$ cat src/rtl/local_inject_ctrl_pkg.sv
// Shared constants and FSM state encoding for the router Local-port packet injector.
package local_inject_ctrl_pkg;

    localparam int TAM_FLIT   = 16;
    localparam int METADEFLIT = TAM_FLIT / 2;
    localparam int LOCAL      = 4;

    typedef enum logic [2:0] {
        S_IDLE    = 3'd0,
        S_HEADER  = 3'd1,
        S_SIZE    = 3'd2,
        S_PAYLOAD = 3'd3,
        S_DONE    = 3'd4
    } inj_state_e;

endpackage

$ cat src/rtl/local_inject_ctrl_rr_arbiter.sv
// Combinational round-robin picker: grants the first requester at or after ptr, wrapping.
module rr_arbiter #(
    parameter int NREQ  = 4,
    parameter int PTR_W = 2
) (
    input  logic [NREQ-1:0]  req,
    input  logic [PTR_W-1:0] ptr,
    output logic [NREQ-1:0]  grant
);

    logic             w_found;
    logic [PTR_W:0]   w_pos;

    // Circular scan starting at ptr; ptr is always below NREQ so one wrap suffices.
    always_comb begin
        grant   = {NREQ{1'b0}};
        w_found = 1'b0;
        w_pos   = {(PTR_W+1){1'b0}};
        for (int i = 0; i < NREQ; i++) begin
            w_pos = {1'b0, ptr} + (PTR_W+1)'(i);
            if (w_pos >= (PTR_W+1)'(NREQ)) begin
                w_pos = w_pos - (PTR_W+1)'(NREQ);
            end else begin
                w_pos = w_pos;
            end
            if (!w_found && req[w_pos[PTR_W-1:0]]) begin
                grant[w_pos[PTR_W-1:0]] = 1'b1;
                w_found                 = 1'b1;
            end else begin
                w_found = w_found;
            end
        end
    end

endmodule

$ cat src/rtl/local_inject_ctrl.sv
// Arbitrates NREQ packet sources onto one router Local input port and serialises
// each packet as header, size and payload flits under credit flow control.
module local_inject_ctrl #(
    parameter int NREQ     = 4,
    parameter int TAM_FLIT = local_inject_ctrl_pkg::TAM_FLIT
) (
    input  logic                     clock,
    input  logic                     reset,
    input  logic [NREQ-1:0]          req_i,
    input  logic [NREQ*TAM_FLIT-1:0] target_i,
    input  logic [NREQ*TAM_FLIT-1:0] size_i,
    input  logic [NREQ*TAM_FLIT-1:0] pld_data_i,
    input  logic [NREQ-1:0]          pld_valid_i,
    output logic [NREQ-1:0]          pld_pop_o,
    output logic [NREQ-1:0]          grant_o,
    output logic [NREQ-1:0]          done_o,
    output logic                     tx_o,
    output logic [TAM_FLIT-1:0]      data_o,
    input  logic                     credit_i,
    output logic                     busy_o,
    output logic [15:0]              pkt_count_o
);

    import local_inject_ctrl_pkg::*;

    localparam int PTR_W = (NREQ > 1) ? $clog2(NREQ) : 1;

    logic [TAM_FLIT-1:0] w_target [NREQ];
    logic [TAM_FLIT-1:0] w_size   [NREQ];
    logic [TAM_FLIT-1:0] w_pld    [NREQ];

    logic [NREQ-1:0]     w_arb_grant;
    logic [PTR_W-1:0]    w_arb_idx;
    logic                w_any_req;
    logic                w_tx;
    logic [TAM_FLIT-1:0] w_data;
    logic                w_xfer;
    logic [NREQ-1:0]     w_pop;

    inj_state_e          r_state;
    logic [PTR_W-1:0]    r_rr_ptr;
    logic [PTR_W-1:0]    r_gnt_idx;
    logic [TAM_FLIT-1:0] r_target;
    logic [TAM_FLIT-1:0] r_size;
    logic [TAM_FLIT-1:0] r_cnt;
    logic [NREQ-1:0]     r_grant;
    logic [NREQ-1:0]     r_done;
    logic                r_busy;
    logic [15:0]         r_pkt_count;

    for (genvar k = 0; k < NREQ; k++) begin : g_slice
        assign w_target[k] = target_i[k*TAM_FLIT +: TAM_FLIT];
        assign w_size[k]   = size_i[k*TAM_FLIT +: TAM_FLIT];
        assign w_pld[k]    = pld_data_i[k*TAM_FLIT +: TAM_FLIT];
    end

    rr_arbiter #(
        .NREQ  (NREQ),
        .PTR_W (PTR_W)
    ) u_rr_arbiter (
        .req   (req_i),
        .ptr   (r_rr_ptr),
        .grant (w_arb_grant)
    );

    assign w_any_req = |req_i;

    // One-hot arbiter grant to binary source index.
    always_comb begin
        w_arb_idx = {PTR_W{1'b0}};
        for (int i = 0; i < NREQ; i++) begin
            if (w_arb_grant[i]) begin
                w_arb_idx = PTR_W'(i);
            end else begin
                w_arb_idx = w_arb_idx;
            end
        end
    end

    // Flit presented to the router; payload passes straight through so that valid
    // and data always belong to the same cycle as the pop they cause.
    always_comb begin
        w_tx   = 1'b0;
        w_data = {TAM_FLIT{1'b0}};
        case (r_state)
            S_HEADER: begin
                w_tx   = 1'b1;
                w_data = r_target;
            end
            S_SIZE: begin
                w_tx   = 1'b1;
                w_data = r_size;
            end
            S_PAYLOAD: begin
                w_tx   = pld_valid_i[r_gnt_idx];
                w_data = w_pld[r_gnt_idx];
            end
            default: begin
                w_tx   = 1'b0;
                w_data = {TAM_FLIT{1'b0}};
            end
        endcase
    end

    assign w_xfer = w_tx & credit_i;
    assign w_pop  = (r_state == S_PAYLOAD && w_xfer) ? r_grant : {NREQ{1'b0}};

    // Packet sequencing FSM with its registered status outputs.
    always_ff @(posedge clock or negedge reset) begin
        if (!reset) begin
            r_state     <= S_IDLE;
            r_rr_ptr    <= {PTR_W{1'b0}};
            r_gnt_idx   <= {PTR_W{1'b0}};
            r_target    <= {TAM_FLIT{1'b0}};
            r_size      <= {TAM_FLIT{1'b0}};
            r_cnt       <= {TAM_FLIT{1'b0}};
            r_grant     <= {NREQ{1'b0}};
            r_done      <= {NREQ{1'b0}};
            r_busy      <= 1'b0;
            r_pkt_count <= 16'd0;
        end else begin
            case (r_state)
                S_IDLE: begin
                    r_done <= {NREQ{1'b0}};
                    if (w_any_req) begin
                        r_state   <= S_HEADER;
                        r_gnt_idx <= w_arb_idx;
                        r_grant   <= w_arb_grant;
                        r_target  <= w_target[w_arb_idx];
                        r_size    <= w_size[w_arb_idx];
                        r_busy    <= 1'b1;
                        r_rr_ptr  <= (w_arb_idx == PTR_W'(NREQ - 1)) ? {PTR_W{1'b0}}
                                                                     : w_arb_idx + PTR_W'(1);
                    end else begin
                        r_state <= S_IDLE;
                    end
                end
                S_HEADER: begin
                    if (w_xfer) begin
                        r_state <= S_SIZE;
                    end else begin
                        r_state <= S_HEADER;
                    end
                end
                S_SIZE: begin
                    if (w_xfer) begin
                        r_cnt <= r_size;
                        if (r_size == {TAM_FLIT{1'b0}}) begin
                            r_state     <= S_DONE;
                            r_done      <= r_grant;
                            r_grant     <= {NREQ{1'b0}};
                            r_pkt_count <= r_pkt_count + 16'd1;
                        end else begin
                            r_state <= S_PAYLOAD;
                        end
                    end else begin
                        r_state <= S_SIZE;
                    end
                end
                S_PAYLOAD: begin
                    if (w_xfer) begin
                        r_cnt <= r_cnt - TAM_FLIT'(1);
                        if (r_cnt == TAM_FLIT'(1)) begin
                            r_state     <= S_DONE;
                            r_done      <= r_grant;
                            r_grant     <= {NREQ{1'b0}};
                            r_pkt_count <= r_pkt_count + 16'd1;
                        end else begin
                            r_state <= S_PAYLOAD;
                        end
                    end else begin
                        r_state <= S_PAYLOAD;
                    end
                end
                S_DONE: begin
                    r_state <= S_IDLE;
                    r_done  <= {NREQ{1'b0}};
                    r_busy  <= 1'b0;
                end
                default: begin
                    r_state <= S_IDLE;
                    r_grant <= {NREQ{1'b0}};
                    r_done  <= {NREQ{1'b0}};
                    r_busy  <= 1'b0;
                end
            endcase
        end
    end

    assign tx_o        = w_tx;
    assign data_o      = w_data;
    assign pld_pop_o   = w_pop;
    assign grant_o     = r_grant;
    assign done_o      = r_done;
    assign busy_o      = r_busy;
    assign pkt_count_o = r_pkt_count;

endmodule

$ cat config.mk
export PLATFORM = sky130hd
export DESIGN_NAME = local_inject_ctrl
export DESIGN_NICKNAME = d
export VERILOG_FILES = /design/src/rtl/local_inject_ctrl_pkg.sv /design/src/rtl/local_inject_ctrl_rr_arbiter.sv /design/src/rtl/local_inject_ctrl.sv
export SDC_FILE = /design/constraint.sdc
export NUM_CORES = 1
export LEC_CHECK = 0
export BUFFER_PORTS_ARGS = -buffer_cell sky130_fd_sc_hd__buf_2
export CAP_MARGIN = 10
export CORE_UTILIZATION = 49
export CTS_CLUSTER_SIZE = 24
export DETAILED_ROUTE_END_ITERATION = 7
export PLACE_DENSITY = 0.83
export RECOVER_POWER = 50
export SETUP_SLACK_MARGIN = 0.2
export SYNTH_ARGS = -nofsm -noshare
export SYNTH_HDL_FRONTEND = slang
export SYNTH_SLANG_ARGS = --single-unit
export TNS_END_PERCENT = 50
$ cat constraint.sdc
create_clock -name clock -period 3.15 [get_ports clock]
set_input_delay 0.4725 -clock clock [delete_from_list [all_inputs] [get_ports clock]]
set_output_delay 0.4725 -clock clock [all_outputs]
set_load 0.03 [all_outputs]
==> flow_summary_export.csv, run 1 <==
group,metric,value,unit
floorplan,io_pins,249,
timing,finClkSkew,8.53,ps
routing,postRouteAntennaNets,0,
critical_path,cp_data_required_time,3350,ps
global_route,grtUsageTotal,0.310,
timing,period_needed,2930,ps
routing,vias_per_cell,6.10,
timing,clock.fmax,341,MHz
timing,maxSlewViolCount,81,
clock_network,clock_latency,340,ps
logic_synthesis,ys_seq_area_frac,0.334,
clock_network,clkTransAtPathRegs,70,ps
status,status,"finished with violations",
critical_path,critPathMaxFanout,27,
final_layout,layout-drive-gt1-share,0.375,
timing,rsz0062_at_grt,"false",
logic_synthesis,syn-cell-area,6000,um^2
power,peakVddDrop,0.565,mV
logic_synthesis,synth_top_area_cell,"dfrtp_1",
global_route,grt_pass1_wl,30400,um
routing,wire_per_inst,19.3,um
critical_path,crit_slowest_cell,"a211oi_1",
logic_synthesis,synth_fp_nets,876,
timing,max_slew_margin,-0.370,
routing,dr.pass1.iters,7,
placed_design,io_buffers,248,
floorplan,initial_core_util,0.502,
final_layout,nets,1110,
logic_synthesis,synth_edf_count,0,
routing,routed_wl,20300,um
floorplan,fp.dieW,113,um
routing,drtIter0Drc,571,
final_layout,final_cells,1052,
global_route,grt_pass1_vias,6017,
placed_design,place.gp.congestion,0.922,
logic_synthesis,synth_seq_cells,80,
final_layout,num-fill-cells,986,
logic_synthesis,ys_async_sr_fraction,1.00,
timing,final_hold_viol_count,0,
critical_path,path_buf_inv,2,
logic_synthesis,yosys_warnings,0,
logic_synthesis,ys.flop_type,"dfrtp_1",
critical_path,cp_cell_sequence,"inv_1 > ha_1 > mux2_2 > a221oi_1 > a211o_1 > buf_4 > nand2_1 > a211oi_1 > nor2_1",
timing,finalSetupViolCount,0,
placed_design,placed_cells,1025,
floorplan,die_h,113,um
clock_network,cts_tree,"yes",
timing,tns,0,ps
critical_path,worstSetupEndpointType,"register",
floorplan,num_rows,40,
floorplan,fp.coreArea,12000,um^2
logic_synthesis,synth_most_common_cell,"nor2_1",
logic_synthesis,yosys-top-cells-count,"nor2_1, dfrtp_1, a21oi_1",
floorplan,fp.dieArea,12700,um^2
timing,tightest_slew,2060,ps
status,violations,"max-capacitance violations, max-slew violations",
min_path,hp-class,"in2reg",
final_layout,postLayoutCoreUtil,0.649,
critical_path,worstPathArrival,3130,ps
critical_path,crit_family,"compound AO/OA/AOI/OAI gates",
power,pwr_density_cell,1090,nW/um^2
global_route,grt_max_degree,81,
critical_path,startpoint_type,"register",
clock_network,cts_inserted_buffers,9,
logic_synthesis,synth_cell_types,60,
global_route,antenna_found_initial,2,
clock_network,htree_num_levels,3,
placed_design,post-dp-hpwl,14600,um
clock_network,cts_root_buf,"clkbuf_16",
final_layout,finalInstanceArea,7760,um^2
critical_path,critPathKind,"reg2reg",
critical_path,slowest_delay,580,ps
global_route,overflow,0,
placed_design,dpl_cell_area,7360,um^2
power,leakage,3.65,nW
logic_synthesis,synth_cells,664,
timing,period_share,0.931,
flow_run,maxCapViolCount,1,
final_layout,syn2layout_area_growth,29.3,%
clock_network,clk_path_buf_depth,2,
routing,vias,6421,
routing,drc,0,
logic_synthesis,synth_area_leaders,"dfrtp_1, mux4_2, a221oi_2, a21oi_1, nor2_1",
clock_network,clock-sinks,80,
logic_synthesis,yosysTopAreaCellShare,0.334,
logic_synthesis,synth.avg_cell_area,9.04,um^2
==> repair_timing <==
item	4_1_cts	5_1_grt
cloned	1	1
pin swaps	1	3
gates resized for setup	3	5
setup buffers	0	7
setup endpoints to repair	33	37
hold buffers	0	0
==> per-layer routing <==
metal  share of wire  vias up  GRT usage  routed length [um]
li1                -     2951          -                   -
met1            0.37     3054      0.379                7550
met2            0.51      357      0.544               10300
met3           0.082       59     0.0464                1670
met4           0.038        0      0.134                 776
met5               0        -          0                   0
==> cells by family after synthesis <==
| group | count (synthesis) | synth area share |
|---|---|---|
| and+or+nand+nor | 227 | 0.185 |
| buffers and inverters | 66 | 0.0490 |
| adders and majority gates | 9 | 0.0188 |
| muxes | 40 | 0.111 |
| xor gates and xnor gates | 15 | 0.0219 |
| DFF | 80 | 0.334 |
| AOI/OAI and AO/OA | 227 | 0.281 |
==> final timing paths <==
check                                                  from                          end  slack (ps)  cells past startpoint
worst max-delay path                r_rr_ptr[1]$_DFFE_PN0P_     r_gnt_idx[0]$_DFFE_PN0P_         220                      9
worst min register to register  pkt_count_o[15]$_DFFE_PN0P_  pkt_count_o[15]$_DFFE_PN0P_         480                      1
max in group asynchronous                             reset      r_target[2]$_DFFE_PN0P_        1230                      1
worst max register to register      r_rr_ptr[1]$_DFFE_PN0P_     r_gnt_idx[0]$_DFFE_PN0P_         220                      9
worst min-delay path                           target_i[62]     r_target[14]$_DFFE_PN0P_         420                      3
min in group asynchronous                             reset  pkt_count_o[12]$_DFFE_PN0P_         730                      1
==> sequential cells by signal, summed over array words and instances, names as in the netlist <==
register / count
pkt_count_o: 16
r_cnt: 16
r_size: 16
r_target: 16
done_o: 4
grant_o: 4
r_state: 3
r_gnt_idx: 2
r_rr_ptr: 2
busy_o: 1
==> report_power, final <==
| group | switching [mW] | internal [mW] | leakage, nW |
|---|---|---|---|
| registers | 0.451 | 1.43 | 0.966 |
| clock network | 0.467 | 0.623 | 0.147 |
| logic | 3.47 | 2.03 | 2.54 |
| total | 4.38 | 4.08 | 3.65 |
==> worst reg2reg max path, delay by kind of cell, from the launching register on <==
kind            cells  cell delay [ps]
simple gates        2              270
fa+ha+maj           1              380
compound gates      3             1060
buf+inv             2              340
mux                 1              380
flops               1              370
==> layout make-up <==
type / instances / area (um^2) / area share
flip-flops and latches: 80 / 2000 / 0.258
clock inverters: 7 / 77.6 / 0.0100
diodes: 2 / 5.00 / 0.000645
well taps: 147 / 184 / 0.0237
multi-input cells: 520 / 3760 / 0.484
repair buffers: 276 / 1470 / 0.189
clock buffers: 9 / 225 / 0.0290
inverters: 11 / 41.3 / 0.00532
==> placed cells by master (no fill, tap or decap), types with 4 or more instances in the layout <==
cell,count
nor2_1,90
nor2b_1,5
a221oi_2,32
dfrtp_1,80
inv_1,10
a21oi_1,70
mux4_2,21
nand4_1,8
xnor2_1,8
nand3_1,5
clkbuf_1,23
a21boi_0,33
and3_1,38
nor2_4,4
buf_2,224
mux2i_1,16
ha_1,9
o21ai_0,49
nand2_1,37
clkbuf_16,9
a22o_1,4
nor4_1,10
xor2_1,7
buf_4,24
nor3_1,8
o21ai_1,5
==> metrics by stage <==
stage | power [mW] | hold WS [ps] | setup WS [ps]
final | 8.46 | 415 | 216
after global routing | 8.93 | 421 | 166
after detailed placement | 6.80 | 465 | -45.6
after floorplan | 5.48 | 177 | 402
after CTS | 8.01 | 355 | 203
after global placement | 6.69 | 453 | 94.7
No activity file was read; power rests on OpenSTA's default activity.
==> run 2, diff against run 1 <==
ABC_AREA = 1   (was not set)
CORE_UTILIZATION = 51   (was 49)
PLACE_DENSITY = 0.85   (was 0.83)
REMOVE_ABC_BUFFERS = 1   (was not set)
==> flow_summary_export.csv, run 2 <==
group,metric,value,unit
routing,vias,7745,
logic_synthesis,synth_top_family_by_area,"simple AND/OR/NAND/NOR gates",
critical_path,worstPathArrival,2220,ps
power,leakage,4.67,nW
power,peakVddDrop,0.351,mV
logic_synthesis,ys_seq_area_frac,0.305,
floorplan,initial_core_util,0.522,
timing,finClkSkew,7.24,ps
timing,final_hold_viol_count,0,
status,violations,"max-capacitance violations, max-slew violations",
logic_synthesis,synth_area_leaders,"dfrtp_1, nand2_1, nor2_1, inv_1, nand3_1",
global_route,grt_max_degree,81,
critical_path,worstSetupEndpointType,"primary output",
timing,max_slew_margin,-0.323,
clock_network,cts_root_buf,"clkbuf_16",
timing,maxSlewViolCount,81,
final_layout,layout-drive-gt1-share,0.216,
floorplan,die_h,115,um
routing,vias_per_cell,5.16,
floorplan,fp.coreArea,12600,um^2
logic_synthesis,ys.flop_type,"dfrtp_1",
critical_path,critPathMaxFanout,17,
min_path,hp-class,"reg2reg",
timing,rsz0062_at_grt,"false",
final_layout,syn2layout_area_growth,24.7,%
final_layout,nets,1537,
critical_path,crit_top_cell,"nand2_1",
critical_path,cp_data_required_time,2680,ps
critical_path,crit_slowest_cell,"dfrtp_1",
global_route,grt_pass1_vias,7059,
logic_synthesis,synth-xor-area-share,0.0214,
timing,finalSetupViolCount,0,
clock_network,clkTransAtPathRegs,60,ps
global_route,overflow,0,
routing,postRouteAntennaNets,0,
final_layout,final_common_cell,"nand2_1",
clock_network,cts_inserted_buffers,9,
critical_path,cp_cell_sequence,"inv_2 > o21ai_0 > nand2_1 > nand2_1 > nand3_2 > nand2_2 > nand2_1 > nand2_2 > inv_4 > nand2_1 > nor2_1 > buf_2",
floorplan,fp.dieArea,13300,um^2
placed_design,post-dp-hpwl,15200,um
timing,period_needed,2690,ps
routing,routed_wl,20300,um
routing,drtIter0Drc,555,
global_route,antenna_found_initial,1,
final_layout,num-fill-cells,1214,
logic_synthesis,yosys-top-cells-count,"nand2_1, nor2_1, inv_1",
floorplan,fp.dieW,115,um
critical_path,slowest_delay,410,ps
logic_synthesis,ys_async_sr_fraction,1.00,
timing,period_share,0.854,
logic_synthesis,synth_cell_types,36,
floorplan,num_rows,41,
logic_synthesis,syn-cell-area,6560,um^2
final_layout,seq_area,2000,um^2
logic_synthesis,muxShareOfSynthArea,0,
routing,wire_per_inst,13.5,um
status,status,"finished with violations",
final_layout,multiInputGateArea,3810,um^2
routing,dr.pass1.iters,5,
timing,clock.fmax,372,MHz
logic_synthesis,synth_compound_area_frac,0.110,
critical_path,startpoint_type,"register",
timing,tightest_slew,1980,ps
logic_synthesis,synth-adder-area-share,0.0172,
placed_design,io_buffers,248,
logic_synthesis,synth_seq_cells,80,
final_layout,final_cells,1502,
clock_network,cts_tree,"yes",
final_layout,postLayoutCoreUtil,0.651,
clock_network,htree_num_levels,3,
placed_design,placed_cells,1484,
clock_network,postCtsHoldBufs,0,
final_layout,n_antenna_cell,0,
global_route,grt_pass1_wl,32600,um
logic_synthesis,yosysTopAreaCellShare,0.305,
logic_synthesis,yosys_warnings,0,
placed_design,place.gp.congestion,0.914,
logic_synthesis,synth_top_area_cell,"dfrtp_1",
logic_synthesis,synth_most_common_cell,"nand2_1",
clock_network,clk_path_buf_depth,2,
final_layout,layout_common_cells,"nand2_1, buf_2, nor2_1",
power,pwr_density_cell,599,nW/um^2
routing,drc,0,
flow_run,maxCapViolCount,1,
critical_path,critPathKind,"reg2out",
logic_synthesis,synth_cells,1098,
clock_network,clock-sinks,80,
logic_synthesis,synth_edf_count,0,
logic_synthesis,synth.avg_cell_area,5.98,um^2
logic_synthesis,synthSimpleGateAreaFrac,0.429,
floorplan,io_pins,249,
global_route,grtUsageTotal,0.311,
clock_network,clock_latency,340,ps
-- run 2: worst max-delay path, delay by kind of cell (launching register included) --
| family | cells | cell delay (ps) |
|---|---|---|
| AND/OR/NAND/NOR | 8 | 870 |
| buffers and inverters | 3 | 490 |
| flip-flops | 1 | 410 |
| AO/OA/AOI/OAI | 1 | 110 |
-- run 2: worst paths after layout --
kind                       slack, ps                 endpoint  cells after the start                      from
max reg2reg                      500   r_size[13]$_DFFE_PN0P_                     16   r_rr_ptr[1]$_DFFE_PN0P_
min                              480    done_o[2]$_DFFE_PN0P_                      2     done_o[2]$_DFFE_PN0P_
max                              460             pld_pop_o[3]                     12  r_gnt_idx[0]$_DFFE_PN0P_
min reg2reg                      480    done_o[2]$_DFFE_PN0P_                      2     done_o[2]$_DFFE_PN0P_
min in group asynchronous        660    done_o[3]$_DFFE_PN0P_                      1                     reset
max in group asynchronous       1180  r_rr_ptr[0]$_DFFE_PN0P_                      1                     reset
-- run 2: area by class of cell --
| class | count | share of cell area |
|---|---|---|
| Clock buffer | 12 | 0.0301 |
| Clock inverter | 4 | 0.00658 |
| Inverter | 131 | 0.0607 |
| Multi-Input combinational cell | 837 | 0.466 |
| Sequential cell | 80 | 0.245 |
| Tap cell | 172 | 0.0263 |
| Timing Repair Buffer | 266 | 0.165 |
-- run 2: cell families after synthesis --
family | Yosys count
and+or+nand+nor | 685
buffers and inverters | 181
AOI/OAI and AO/OA | 127
DFF | 80
xor gates and xnor gates | 16
adders and majority gates | 9
-- run 2: per-layer routing --
| metal | global-route usage | vias up | wire length, um |
|---|---|---|---|
| met2 | 0.554 | 321 | 10100 |
| met4 | 0.116 | 0 | 546 |
| met3 | 0.0570 | 48 | 1460 |
| met5 | 0 | - | 0 |
| li1 | - | 3889 | - |
| met1 | 0.373 | 3487 | 8140 |
-- run 2: where the power goes --
group	leakage (nW)	internal, mW	switching, mW
combinational	3.56	0.815	1.60
sequential	0.971	1.24	0.195
clock	0.139	0.637	0.415
-- run 2: metrics by stage --
step	cell area [um^2]	setup TNS, ps	setup slack (ps)	hold slack (ps)	power, mW
CTS	8180	0	276	348	4.89
finish	8180	0	461	481	4.90
global placement	7880	0	484	462	3.76
global route	8180	0	248	501	5.30
floorplan	6290	-42890	-1250	177	3.05
detailed placement	7880	0	421	465	3.83
-- run 2: timing repair --
action,CTS,global route
pin swaps,0,1
setup endpoints to repair,4,34
setup buffers,0,2
gates resized for setup,1,5
